==> config.mk <==
export PLATFORM = sky130hd
export DESIGN_NAME = mux8_rr_arb_flat
export DESIGN_NICKNAME = d
export VERILOG_FILES = /design/src/rtl/mux8_rr_arb_pkg.sv /design/src/rtl/mux8_rr_arb_if.sv /design/src/rtl/mux8_4to1.sv /design/src/rtl/mux8_rr_arb_rr_pick4.sv /design/src/rtl/mux8_rr_arb.sv /design/src/flat_wrapper.sv
export SDC_FILE = /design/constraint.sdc
export NUM_CORES = 1
export LEC_CHECK = 0
export CAP_MARGIN = 10
export CORE_MARGIN = 8
export CORE_UTILIZATION = 38
export CTS_CLUSTER_SIZE = 25
export DETAILED_ROUTE_END_ITERATION = 10
export PLACE_DENSITY = 0.77
export SETUP_SLACK_MARGIN = 0.1
export SLEW_MARGIN = 20
export SYNTH_ARGS = -nofsm -noshare
export SYNTH_HDL_FRONTEND = slang
export SYNTH_SLANG_ARGS = --single-unit
export TNS_END_PERCENT = 100
==> constraint.sdc <==
create_clock -name CLK -period 2.1 [get_ports CLK]
set_input_delay 0.42 -clock CLK [delete_from_list [all_inputs] [get_ports CLK]]
set_output_delay 0.42 -clock CLK [all_outputs]
set_load 0.05 [all_outputs]
==> src/rtl/mux8_rr_arb_pkg.sv <==
// ----------------------------------------------------------------------------
// mux8_arb_pkg
//   Shared constants, FSM state type and the rotate-priority pick function
//   used by the mux8_rr_arb round-robin arbiter.
//   Contents:
//     N_REQ, DW   : number of requesters and data width
//     state_t     : IDLE (nothing held) / HOLD (D_OUT holds a byte)
//     rr_pick()   : returns {found, idx[1:0]} scanning req upward from last+1
// ----------------------------------------------------------------------------
package mux8_arb_pkg;

  localparam int N_REQ = 4;
  localparam int DW    = 8;

  typedef enum logic {
    IDLE = 1'b0,
    HOLD = 1'b1
  } state_t;

  // First set bit of req, starting just after 'last' and wrapping mod 4.
  // 'last' itself is checked last, which is what makes the scheme fair.
  function automatic logic [2:0] rr_pick(input logic [3:0] req,
                                         input logic [1:0] last);
    logic [2:0] r;
    logic [1:0] idx;
    r = 3'b000;
    for (int i = 1; i <= 4; i++) begin
      idx = last + 2'(i);
      if (!r[2] && req[idx]) r = {1'b1, idx};
    end
    return r;
  endfunction

endpackage

==> src/rtl/mux8_rr_arb_if.sv <==
// ----------------------------------------------------------------------------
// mux8_rr_arb_if
//   Bundles the requester side (REQ, LOCK, D_IN0..3) and the downstream
//   valid/ready side (VLD, RDY, D_OUT) plus SEL, GNT and ACK.
//   Modports:
//     master : producers/consumer environment (drives REQ/LOCK/D_IN*/RDY)
//     slave  : the arbiter (drives VLD/D_OUT/SEL/GNT/ACK)
//   Handshake: a byte transfers on every rising edge where VLD=1 and RDY=1.
//   VLD, D_OUT, GNT and SEL never change while VLD=1 and RDY=0; RDY is
//   ignored while VLD=0. ACK marks the transfer edge for the granted source.
// ----------------------------------------------------------------------------
interface mux8_rr_arb_if;
  logic [3:0] REQ;
  logic [3:0] LOCK;
  logic [7:0] D_IN0;
  logic [7:0] D_IN1;
  logic [7:0] D_IN2;
  logic [7:0] D_IN3;
  logic       RDY;
  logic       VLD;
  logic [7:0] D_OUT;
  logic [1:0] SEL;
  logic [3:0] GNT;
  logic [3:0] ACK;

  modport master (
    output REQ, LOCK, D_IN0, D_IN1, D_IN2, D_IN3, RDY,
    input  VLD, D_OUT, SEL, GNT, ACK
  );

  modport slave (
    input  REQ, LOCK, D_IN0, D_IN1, D_IN2, D_IN3, RDY,
    output VLD, D_OUT, SEL, GNT, ACK
  );
endinterface

==> src/rtl/mux8_4to1.sv <==
// ----------------------------------------------------------------------------
// mux8_4to1
//   Plain 8-bit 4-to-1 selector.
//   Ports: SEL[1:0] select, D_IN0..D_IN3[7:0] data, D_OUT[7:0] selected byte.
// ----------------------------------------------------------------------------
module mux8_4to1 (
  input  logic [1:0] SEL,
  input  logic [7:0] D_IN0,
  input  logic [7:0] D_IN1,
  input  logic [7:0] D_IN2,
  input  logic [7:0] D_IN3,
  output logic [7:0] D_OUT
);
  always_comb begin
    D_OUT = D_IN0;
    case (SEL)
      2'd0:    D_OUT = D_IN0;
      2'd1:    D_OUT = D_IN1;
      2'd2:    D_OUT = D_IN2;
      default: D_OUT = D_IN3;
    endcase
  end
endmodule

==> src/rtl/mux8_rr_arb_rr_pick4.sv <==
// ----------------------------------------------------------------------------
// rr_pick4
//   Combinational rotate-priority picker over four request bits.
//   Ports: req[3:0], last[1:0] in; found, idx[1:0] out.
// ----------------------------------------------------------------------------
module rr_pick4
  import mux8_arb_pkg::*;
(
  input  logic [3:0] req,
  input  logic [1:0] last,
  output logic       found,
  output logic [1:0] idx
);
  assign {found, idx} = rr_pick(req, last);
endmodule

==> src/rtl/mux8_rr_arb.sv <==
// ----------------------------------------------------------------------------
// mux8_rr_arb
//   Round-robin arbiter over four byte producers sharing one mux8_4to1.
//   The winner's byte is captured into a registered output with a
//   valid/ready handshake; ACK tells the winner its byte was consumed.
//   Ports:
//     CLK, RST_N : clock, asynchronous active-low reset
//     bus        : mux8_rr_arb_if.slave (REQ, LOCK, D_IN0..3, RDY, VLD,
//                  D_OUT, SEL, GNT, ACK)
//     dbg_state  : current FSM state for observation
//   Parameter RST_LAST: index treated as last granted after reset.
//   Optional feature macro: MUX8_ARB_LOCK_EN -- when defined, a granted
//   requester holding LOCK and REQ is re-granted on its handshake.
//   Without it LOCK is ignored and strict round-robin applies.
// ----------------------------------------------------------------------------
module mux8_rr_arb
  import mux8_arb_pkg::*;
#(
  parameter logic [1:0] RST_LAST = 2'd3
) (
  input  logic                CLK,
  input  logic                RST_N,
  mux8_rr_arb_if.slave        bus,
  output state_t              dbg_state
);

  state_t     state_q, state_d;
  logic [1:0] last_q, last_d;
  logic [1:0] sel_q, sel_d;
  logic [3:0] gnt_q, gnt_d;
  logic       vld_q, vld_d;
  logic [7:0] dout_q, dout_d;

  logic       hs;
  logic       arb_en;
  logic [3:0] req_eff;
  logic       pick_found;
  logic [1:0] pick_idx;
  logic       lock_hit;
  logic       win_valid;
  logic [1:0] win_idx;
  logic [7:0] mux_out;

  assign hs = vld_q & bus.RDY;

  // Arbitration runs when idle, or on the handshake edge while holding.
  // On a handshake the current winner is masked so it is only
  // reconsidered in the following round.
  always_comb begin
    arb_en  = 1'b0;
    req_eff = 4'b0000;
    case (state_q)
      IDLE: begin
        arb_en  = 1'b1;
        req_eff = bus.REQ;
      end
      HOLD: begin
        if (hs) begin
          arb_en  = 1'b1;
          req_eff = bus.REQ & ~gnt_q;
        end
      end
      default: begin
        arb_en  = 1'b0;
        req_eff = 4'b0000;
      end
    endcase
  end

  rr_pick4 u_pick (
    .req   (req_eff),
    .last  (last_q),
    .found (pick_found),
    .idx   (pick_idx)
  );

`ifdef MUX8_ARB_LOCK_EN
  // Locked owner keeps the grant; no state needed since the decision is
  // remade on every handshake from the live LOCK/REQ bits.
  assign lock_hit = (state_q == HOLD) && hs && bus.LOCK[sel_q] && bus.REQ[sel_q];
`else
  logic unused_lock;
  assign unused_lock = ^bus.LOCK;
  assign lock_hit    = 1'b0;
`endif

  assign win_valid = lock_hit | (arb_en & pick_found);
  assign win_idx   = lock_hit ? sel_q : pick_idx;

  // The shared selector is steered by the next-grant index so the winner's
  // byte is available at the capturing edge.
  mux8_4to1 u_mux (
    .SEL   (win_idx),
    .D_IN0 (bus.D_IN0),
    .D_IN1 (bus.D_IN1),
    .D_IN2 (bus.D_IN2),
    .D_IN3 (bus.D_IN3),
    .D_OUT (mux_out)
  );

  always_comb begin
    state_d = state_q;
    last_d  = last_q;
    sel_d   = sel_q;
    gnt_d   = gnt_q;
    vld_d   = vld_q;
    dout_d  = dout_q;
    if (win_valid) begin
      state_d = HOLD;
      vld_d   = 1'b1;
      dout_d  = mux_out;
      gnt_d   = 4'b0001 << win_idx;
      sel_d   = win_idx;
      // A lock re-grant does not advance the round-robin pointer.
      if (!lock_hit) last_d = win_idx;
    end else if (arb_en) begin
      state_d = IDLE;
      vld_d   = 1'b0;
      gnt_d   = 4'b0000;
    end
  end

  always_ff @(posedge CLK or negedge RST_N) begin
    if (!RST_N) begin
      state_q <= IDLE;
      last_q  <= RST_LAST;
      sel_q   <= 2'b00;
      gnt_q   <= 4'b0000;
      vld_q   <= 1'b0;
      dout_q  <= 8'h00;
    end else begin
      state_q <= state_d;
      last_q  <= last_d;
      sel_q   <= sel_d;
      gnt_q   <= gnt_d;
      vld_q   <= vld_d;
      dout_q  <= dout_d;
    end
  end

  assign bus.VLD   = vld_q;
  assign bus.D_OUT = dout_q;
  assign bus.SEL   = sel_q;
  assign bus.GNT   = gnt_q;
  assign bus.ACK   = gnt_q & {4{vld_q & bus.RDY}};
  assign dbg_state = state_q;

endmodule

==> src/flat_wrapper.sv <==
// flat-port wrapper written by rule: the top's interface ports become plain ports
module mux8_rr_arb_flat import mux8_arb_pkg::*;
#(
  parameter logic [1:0] RST_LAST = 2'd3
)
  (CLK, RST_N, dbg_state, bus_REQ, bus_LOCK, bus_D_IN0, bus_D_IN1, bus_D_IN2, bus_D_IN3, bus_RDY, bus_VLD, bus_D_OUT, bus_SEL, bus_GNT, bus_ACK);
  mux8_rr_arb_if bus_i ();
  input  logic CLK;
  input  logic RST_N;
  output state_t dbg_state;
  input wire logic [$bits(bus_i.REQ)-1:0] bus_REQ;
  input wire logic [$bits(bus_i.LOCK)-1:0] bus_LOCK;
  input wire logic [$bits(bus_i.D_IN0)-1:0] bus_D_IN0;
  input wire logic [$bits(bus_i.D_IN1)-1:0] bus_D_IN1;
  input wire logic [$bits(bus_i.D_IN2)-1:0] bus_D_IN2;
  input wire logic [$bits(bus_i.D_IN3)-1:0] bus_D_IN3;
  input wire logic [$bits(bus_i.RDY)-1:0] bus_RDY;
  output wire logic [$bits(bus_i.VLD)-1:0] bus_VLD;
  output wire logic [$bits(bus_i.D_OUT)-1:0] bus_D_OUT;
  output wire logic [$bits(bus_i.SEL)-1:0] bus_SEL;
  output wire logic [$bits(bus_i.GNT)-1:0] bus_GNT;
  output wire logic [$bits(bus_i.ACK)-1:0] bus_ACK;
  assign bus_i.REQ = bus_REQ;
  assign bus_i.LOCK = bus_LOCK;
  assign bus_i.D_IN0 = bus_D_IN0;
  assign bus_i.D_IN1 = bus_D_IN1;
  assign bus_i.D_IN2 = bus_D_IN2;
  assign bus_i.D_IN3 = bus_D_IN3;
  assign bus_i.RDY = bus_RDY;
  assign bus_VLD = bus_i.VLD;
  assign bus_D_OUT = bus_i.D_OUT;
  assign bus_SEL = bus_i.SEL;
  assign bus_GNT = bus_i.GNT;
  assign bus_ACK = bus_i.ACK;
  mux8_rr_arb #(.RST_LAST(RST_LAST)) u_core (.CLK(CLK), .RST_N(RST_N), .bus(bus_i), .dbg_state(dbg_state));
endmodule
# --- After elaboration in Yosys (flattened, before gate mapping) ---
# Index checks and enable logic that the tools add are counted.
word_totals:
  register_bits: 17
  latchBits: 0
  mem_bits_rw: 0
  rom_bits: 0
  word_cells: 50
  n_memories: 0
classes:
  addsub: 3
  n_mul: 0
  div: 0
  magnitude_cmp: 4
  eq_ne: 2
  n_shift: 1
  n_mux: 21
  n_bitwise: 6
  n_reduce_logical: 8
ops:
  columns: ["operator", "n"]
  rows:
  - ["8-bit one-hot mux with 3 select lines", 1]
  - ["2-bit by 3-bit less-than comparator with 1-bit output, second input constant", 4]
  - ["3-bit two-way mux", 4]
  - ["4-bit two-way mux", 3]
  - ["4-bit bitwise AND", 2]
  - ["1-bit binary-select mux with 2-bit select", 4]
  - ["4-bit one-hot mux with 2 select lines", 1]
  - ["1-bit two-way mux", 7]
  - ["2-bit adder, second input constant", 2]
  - ["4-bit inverter", 1]
  - ["1-bit by 2-bit left shift with 4-bit output, first input constant", 1]
  - ["1-bit logical AND", 3]
  - ["1-bit logical NOT", 3]
  - ["2-bit by 1-bit adder with 2-bit output, second input constant", 1]
  - ["1-bit bitwise AND", 2]
  - ["2-bit by 1-bit == test with 1-bit output, second input constant", 1]
  - ["2-bit == test, second input constant", 1]
  - ["2-bit logical NOT", 1]
  - ["1-bit one-hot mux with 2 select lines", 1]
  - ["2-bit nonzero test", 1]
  - ["1-bit inverter", 1]

# --- Depth between registers and ports, before layout ---
logic_depth:
  ltp_word: 18
  ltp_mapped: 8

# --- By module ---
# A second synthesis with hierarchy kept.
unflattened:
  hier_cells: 78
  hier_area_um2: 1067.3
by_module_without_submodules:
  columns: ["module", "instances", "cells_per_inst", "area_per_inst_um2", "seq_area_each_um2"]
  rows:
  - ["mux8_rr_arb", 1, 54, 779.5, 427.9]
  - ["mux8_4to1", 1, 10, 196.4, 0.0]
  - ["rr_pick4", 1, 14, 91.3, 0.0]

# --- Worst setup path before layout ---
# No wires, ideal clock.
synth_path:
  path_type: "register to register"
  start: "register u_core.vld_q, in the netlist u_core.bus.VLD"
  end: "register u_core.dout_q[0], in the netlist u_core.bus.D_OUT[0]"
  arrival_ps: 2073
  slack_ps: -97
  stages_incl_launch_ff: 9
  n_path_buf: 2
  cell_sequence: "dfrtp_1 buf_2 inv_2 o21ai_2 mux2i_1 a222oi_1 and2_1 buf_4 a21oi_1"
synth_via:
  elab_chain_len: 17
  elab_cells_between_ends: 29
  cone_classes: "eq/ne: 2; mux: 17; bitwise: 3; reduce/logical: 7"
synth_lines:
  columns: ["item", "line_no", "source"]
  rows:
  - ["from (decl)", "mux8_rr_arb.sv:31", "logic vld_q, vld_d;"]
  - ["from (signal assigned)", "mux8_rr_arb.sv:136", "vld_q <= vld_d;"]
  - ["1-bit bitwise AND", "mux8_rr_arb.sv:44", "assign hs = vld_q & bus.RDY;"]
  - ["4-bit two-way mux", "mux8_rr_arb.sv:58", "if (hs) begin"]
  - ["4-bit one-hot mux with 2 select lines", "mux8_rr_arb.sv:52", "case (state_q)"]
  - ["1-bit binary-select mux with 2-bit select", "mux8_rr_arb_pkg.sv:29", "if (!r[2] && req[idx]) r = {1'b1, idx};"]
  - ["1-bit two-way mux (not written as such)", "mux8_rr_arb_pkg.sv:29", null]
  - ["3-bit two-way mux", "mux8_rr_arb_pkg.sv:29", null]
  - ["1-bit logical NOT", "mux8_rr_arb_pkg.sv:29", null]
  - ["1-bit logical AND", "mux8_rr_arb_pkg.sv:29", null]
  - ["3-bit two-way mux", "mux8_rr_arb_pkg.sv:29", null]
  - ["1-bit logical NOT", "mux8_rr_arb_pkg.sv:29", null]
  - ["1-bit logical AND", "mux8_rr_arb_pkg.sv:29", null]
  - ["3-bit two-way mux", "mux8_rr_arb_pkg.sv:29", null]
  - ["1-bit logical NOT", "mux8_rr_arb_pkg.sv:29", null]
  - ["1-bit logical AND", "mux8_rr_arb_pkg.sv:29", null]
  - ["3-bit two-way mux", "mux8_rr_arb_pkg.sv:29", null]
  - ["2-bit == test, or another cell as far along", "mux8_4to1.sv:16", "case (SEL)"]
  - ["8-bit one-hot mux with 3 select lines", "mux8_4to1.sv:16", null]
  - ["to (signal assigned)", "mux8_rr_arb.sv:137", "dout_q <= dout_d;"]
  - ["to (decl)", "mux8_rr_arb.sv:32", "logic [7:0] dout_q, dout_d;"]
# Several ways; a longest one is shown, not always the timed one. The select of a mux whose other input is x is not followed.
# A chain may end at the register's enable or synchronous reset.

# --- Worst setup path in the final report ---
layout_path:
  start: "input bus_REQ[1]"
  end: "register u_core.gnt_q[0], in the netlist u_core.bus.GNT[0]"
layout_via:
  elab_chain_len: 17
  elab_cells_between_ends: 25
  cone_classes: "shift: 1; mux: 15; bitwise: 2; reduce/logical: 7"
layout_lines:
  columns: ["item", "line_no", "source"]
  rows:
  - ["from (decl)", "flat_wrapper.sv:11", "input wire logic [$bits(bus_i.REQ)-1:0] bus_REQ;"]
  - ["4-bit bitwise AND", "mux8_rr_arb.sv:60", "req_eff = bus.REQ & ~gnt_q;"]
  - ["4-bit two-way mux", "mux8_rr_arb.sv:58", null]
  - ["4-bit one-hot mux with 2 select lines (*)", "mux8_rr_arb.sv:52", null]
  - ["1-bit binary-select mux with 2-bit select", "mux8_rr_arb_pkg.sv:29", null]
  - ["1-bit two-way mux (not written as such)", "mux8_rr_arb_pkg.sv:29", null]
  - ["3-bit two-way mux", "mux8_rr_arb_pkg.sv:29", null]
  - ["1-bit logical NOT", "mux8_rr_arb_pkg.sv:29", null]
  - ["1-bit logical AND", "mux8_rr_arb_pkg.sv:29", null]
  - ["3-bit two-way mux", "mux8_rr_arb_pkg.sv:29", null]
  - ["1-bit logical NOT", "mux8_rr_arb_pkg.sv:29", null]
  - ["1-bit logical AND", "mux8_rr_arb_pkg.sv:29", null]
  - ["3-bit two-way mux", "mux8_rr_arb_pkg.sv:29", null]
  - ["1-bit logical NOT", "mux8_rr_arb_pkg.sv:29", null]
  - ["1-bit logical AND", "mux8_rr_arb_pkg.sv:29", null]
  - ["3-bit two-way mux (*)", "mux8_rr_arb_pkg.sv:29", null]
  - ["1-bit by 2-bit left shift with 4-bit output or 1-bit bitwise AND (tied branches)", "mux8_rr_arb.sv:112, mux8_rr_arb.sv:87", null]
  - ["4-bit two-way mux or 2-bit nonzero test (tied branches)", null, null]
  - ["to (signal assigned)", "mux8_rr_arb.sv:135", "gnt_q <= gnt_d;"]
  - ["to (decl)", "mux8_rr_arb.sv:30", "logic [3:0] gnt_q, gnt_d;"]
# Every way passes the cells marked *; elsewhere a longest branch is shown, timed or not. The select of a mux whose other input is x is not followed.

==> flow_metrics.py <==
metrics = {
    "status": {
        "run_status": "finished clean",
    },
    "timing": {
        "rsz0062_at_grt": "true",
        "hold_viol_final": 0,
        "hold_slack_ns": 0.465,
        "drv_slew": 0,
        "tightest_slew_ns": 0.563,
        "post-route-period-util_pct": 93.5,
        "fmax_ghz": 0.509,
        "skew_ns": 0.00651,
        "timing.final.ws_setup_ns": 0.137,
        "layout_min_cycle_time_ns": 1.96,
        "maxSlewHeadroom_pct": 62.3,
        "setup_violations": 0,
    },
    "placement": {
        "dp.cells": 230,
        "io_buffers": 58,
        "dpl.hpwl_mm": 3.26,
        "place_ws_ns": -0.269,
        "gp_congestion": 0.818,
    },
    "synth": {
        "synthCells": 131,
        "yosysSeqAreaShare_pct": 37.3,
        "synth_top_area_cell": "dfrtp_1",
        "synth_nets": 174,
        "ys_types": 33,
        "ys_warn_count": 0,
        "synth_seq_cells": 17,
        "netlist.area_leader.share_pct": 32.7,
        "synthTopCellsByArea": "dfrtp_1 33%, mux2i_1 7.9%, a21oi_1 7.4%",
        "syn_area_um2": 1150,
        "avgSynthCellArea_um2": 8.76,
    },
    "grt": {
        "grt-ovfl-total": 0,
        "antenna_found_initial": 0,
        "grt_pass1_wl_mm": 6.89,
        "grt_use_total_pct": 16.8,
        "grt_pass1_vias": 1477,
        "grt_max_degree": 13,
    },
    "route": {
        "drtPass1Iterations": 4,
        "viasPerCell": 5.58,
        "wl_per_cell_um": 17.8,
        "ant_nets": 0,
        "num_vias": 1317,
        "drt_wl_total_mm": 4.19,
        "drtIter0Drc": 27,
        "post-route-drc-count": 0,
    },
    "worst_setup_path": {
        "worstPathRequired_ns": 2.31,
        "crit_path_end_kind": "register",
        "worstPathMaxFanout": 5,
        "arrival_ns": 2.17,
        "r2r_cells": 7,
        "critPathLaunchType": "input pin",
        "reg2reg_slack_ns": 0.18,
        "worstSetupPathType": "input pin to register",
    },
    "clocking": {
        "cts_buffers": 3,
        "clockBufferDepth": 2,
        "insertion_delay_ns": 0.30,
        "cts_sinks": 17,
        "root_buffer": "clkbuf_4",
        "path_clk_slew_ns": 0.11,
        "cts_htree_levels": 1,
        "cts_tree": "yes",
        "cts_hold_buffers": 0,
    },
    "final_layout": {
        "diodes": 0,
        "final_cells": 236,
        "drive_above_1_share_pct": 20.2,
        "seqCellArea_um2": 432,
        "fillers": 252,
        "multi_input_area_um2": 637,
        "area_growth_pct": 71.8,
        "fin_nets": 247,
    },
    "floorplanning": {
        "floorplan.initialDensity_pct": 38.9,
        "fp.dieH_um": 71.0,
        "die_x_um": 71.0,
        "fp.dieArea_um2": 5030,
        "rows": 20,
        "io_pins": 63,
        "core_um2": 2950,
    },
    "flow_run": {
        "drv_cap": 0,
    },
    "power_and_ir_drop": {
        "power_density_nw_per_um2": 1510,
        "p_leak_nw": 0.908,
        "ir_worst_vdd_uv": 831,
    },
    "hold_path": {
        "worstHoldPathType": "input pin to async pin",
    },
}
[logic make-up (layout without fill, tap and decap cells)]
family | count (synthesis) | after routing | share of synthesized area [%]
compound gates | 54 | 54 | 32.2
buf+inv | 22 | 94 | 9.27
flops | 17 | 17 | 37.3
mux | 9 | 9 | 7.85
simple gates | 29 | 29 | 13.4
[path summary, 6_finish.rpt]
check / startpoint / endpoint
worst max-delay path: bus_REQ[1] / u_core.bus.GNT[0]
worst min-delay path: RST_N / u_core.bus.SEL[0]
worst max register to register: u_core.bus.GNT[0] / u_core.bus.GNT[1]
worst min register to register: u_core.bus.SEL[0] / u_core.bus.SEL[0]
max in group asynchronous: RST_N / u_core.bus.D_OUT[2]
min in group CLK: u_core.bus.SEL[0] / u_core.bus.SEL[0]
[cell usage in the layout, fill, tap and decap left out, types with 2 or more instances in the layout]
cell type | synthesis | routed
dlygate4sd2_1 | 0 | 4
dlymetal6s2s_1 | 0 | 3
o22ai_1 | 9 | 9
clkbuf_4 | 0 | 3
nand2_1 | 11 | 11
clkdlybuf4s50_1 | 0 | 47
nor2_1 | 3 | 3
dfrtp_2 | 0 | 3
and3_1 | 4 | 4
mux2i_1 | 9 | 9
a32oi_1 | 8 | 8
dfrtp_1 | 15 | 12
buf_12 | 0 | 5
o21ai_1 | 1 | 2
nor2b_1 | 5 | 5
a21oi_1 | 17 | 17
inv_1 | 12 | 12
dfstp_2 | 2 | 2
o21ai_0 | 9 | 8
buf_4 | 4 | 17
[timing repair]
item | CTS | global route
pin swaps | 3 | 0
setup endpoints to repair | 12 | 8
buffers inserted | 1 | 0
resized for setup | 5 | 5
gates cloned | 1 | 0
[layout make-up]
class / count / share of cell area [%]
clock inverter: 1 / 0.381
tap: 33 / 2.10
inverter: 13 / 2.48
multi-input combinational: 92 / 32.3
clock buffer: 3 / 1.14
sequential: 17 / 21.9
timing repair buffer: 77 / 39.7
[critical path, stage by stage]
cell	delay, ns
clkdlybuf4s50_1	0.50
inv_1	0.09
a21o_1	0.19
o22ai_1	0.18
a222oi_1	0.10
buf_4	0.16
and2_1	0.15
buf_4	0.16
a22o_4	0.21
[flip-flops by register name (all words and copies together), names as in the netlist]
signal and count:
u_core.bus.VLD 1, u_core.bus.D_OUT 8, u_core.last_q 2, u_core.bus.GNT 4, u_core.bus.SEL 2
[power breakdown]
| group | internal, mW | switching, mW | leakage [nW] |
|---|---|---|---|
| clock network | 0.0726 | 0.117 | 0.0139 |
| registers | 0.509 | 0.155 | 0.190 |
| logic | 0.873 | 1.24 | 0.704 |
| total | 1.46 | 1.52 | 0.908 |
[per-stage QoR]
step	total power [mW]	cell area [um2]	util, %	setup TNS [ns]
after CTS	2.96	1960	66.2	0
after floorplan	1.95	1170	-	0
after global placement	2.68	1910	64.6	-2.03
final	2.97	1970	66.7	0
after detailed placement	2.73	1910	64.6	-3.05
after global routing	3.14	1970	66.7	0
[Yosys cell counts]
library cell	instances
and3_1	4
a211o_1	1
dfstp_2	2
nor2b_4	1
nor2b_1	5
nor2_1	3
and2_1	1
buf_2	1
a222oi_1	1
a2111oi_2	1
buf_4	4
nand2_1	11
o21ai_2	1
a22o_1	1
nand4_1	1
mux2i_1	9
a21o_1	1
a21boi_1	1
inv_2	1
o21ai_0	9
nand2_2	1
o22ai_1	9
o21ai_1	1
o2bb2ai_2	1
inv_1	12
a21oi_1	17
a22o_4	1
o221ai_1	1
dfrtp_1	15
a32oi_1	8
nand2b_1	2
buf_6	1
clkbuf_1	3
[metal layers]
layer / routed length (um) / vias up / track usage (%)
met5: 0 / - / 0
met4: 70 / 0 / 8.78
met3: 223 / 6 / 4.10
met2: 2250 / 49 / 30.9
met1: 1650 / 638 / 17.1
li1: - / 624 / -
(Power assumes the default switching activity.)
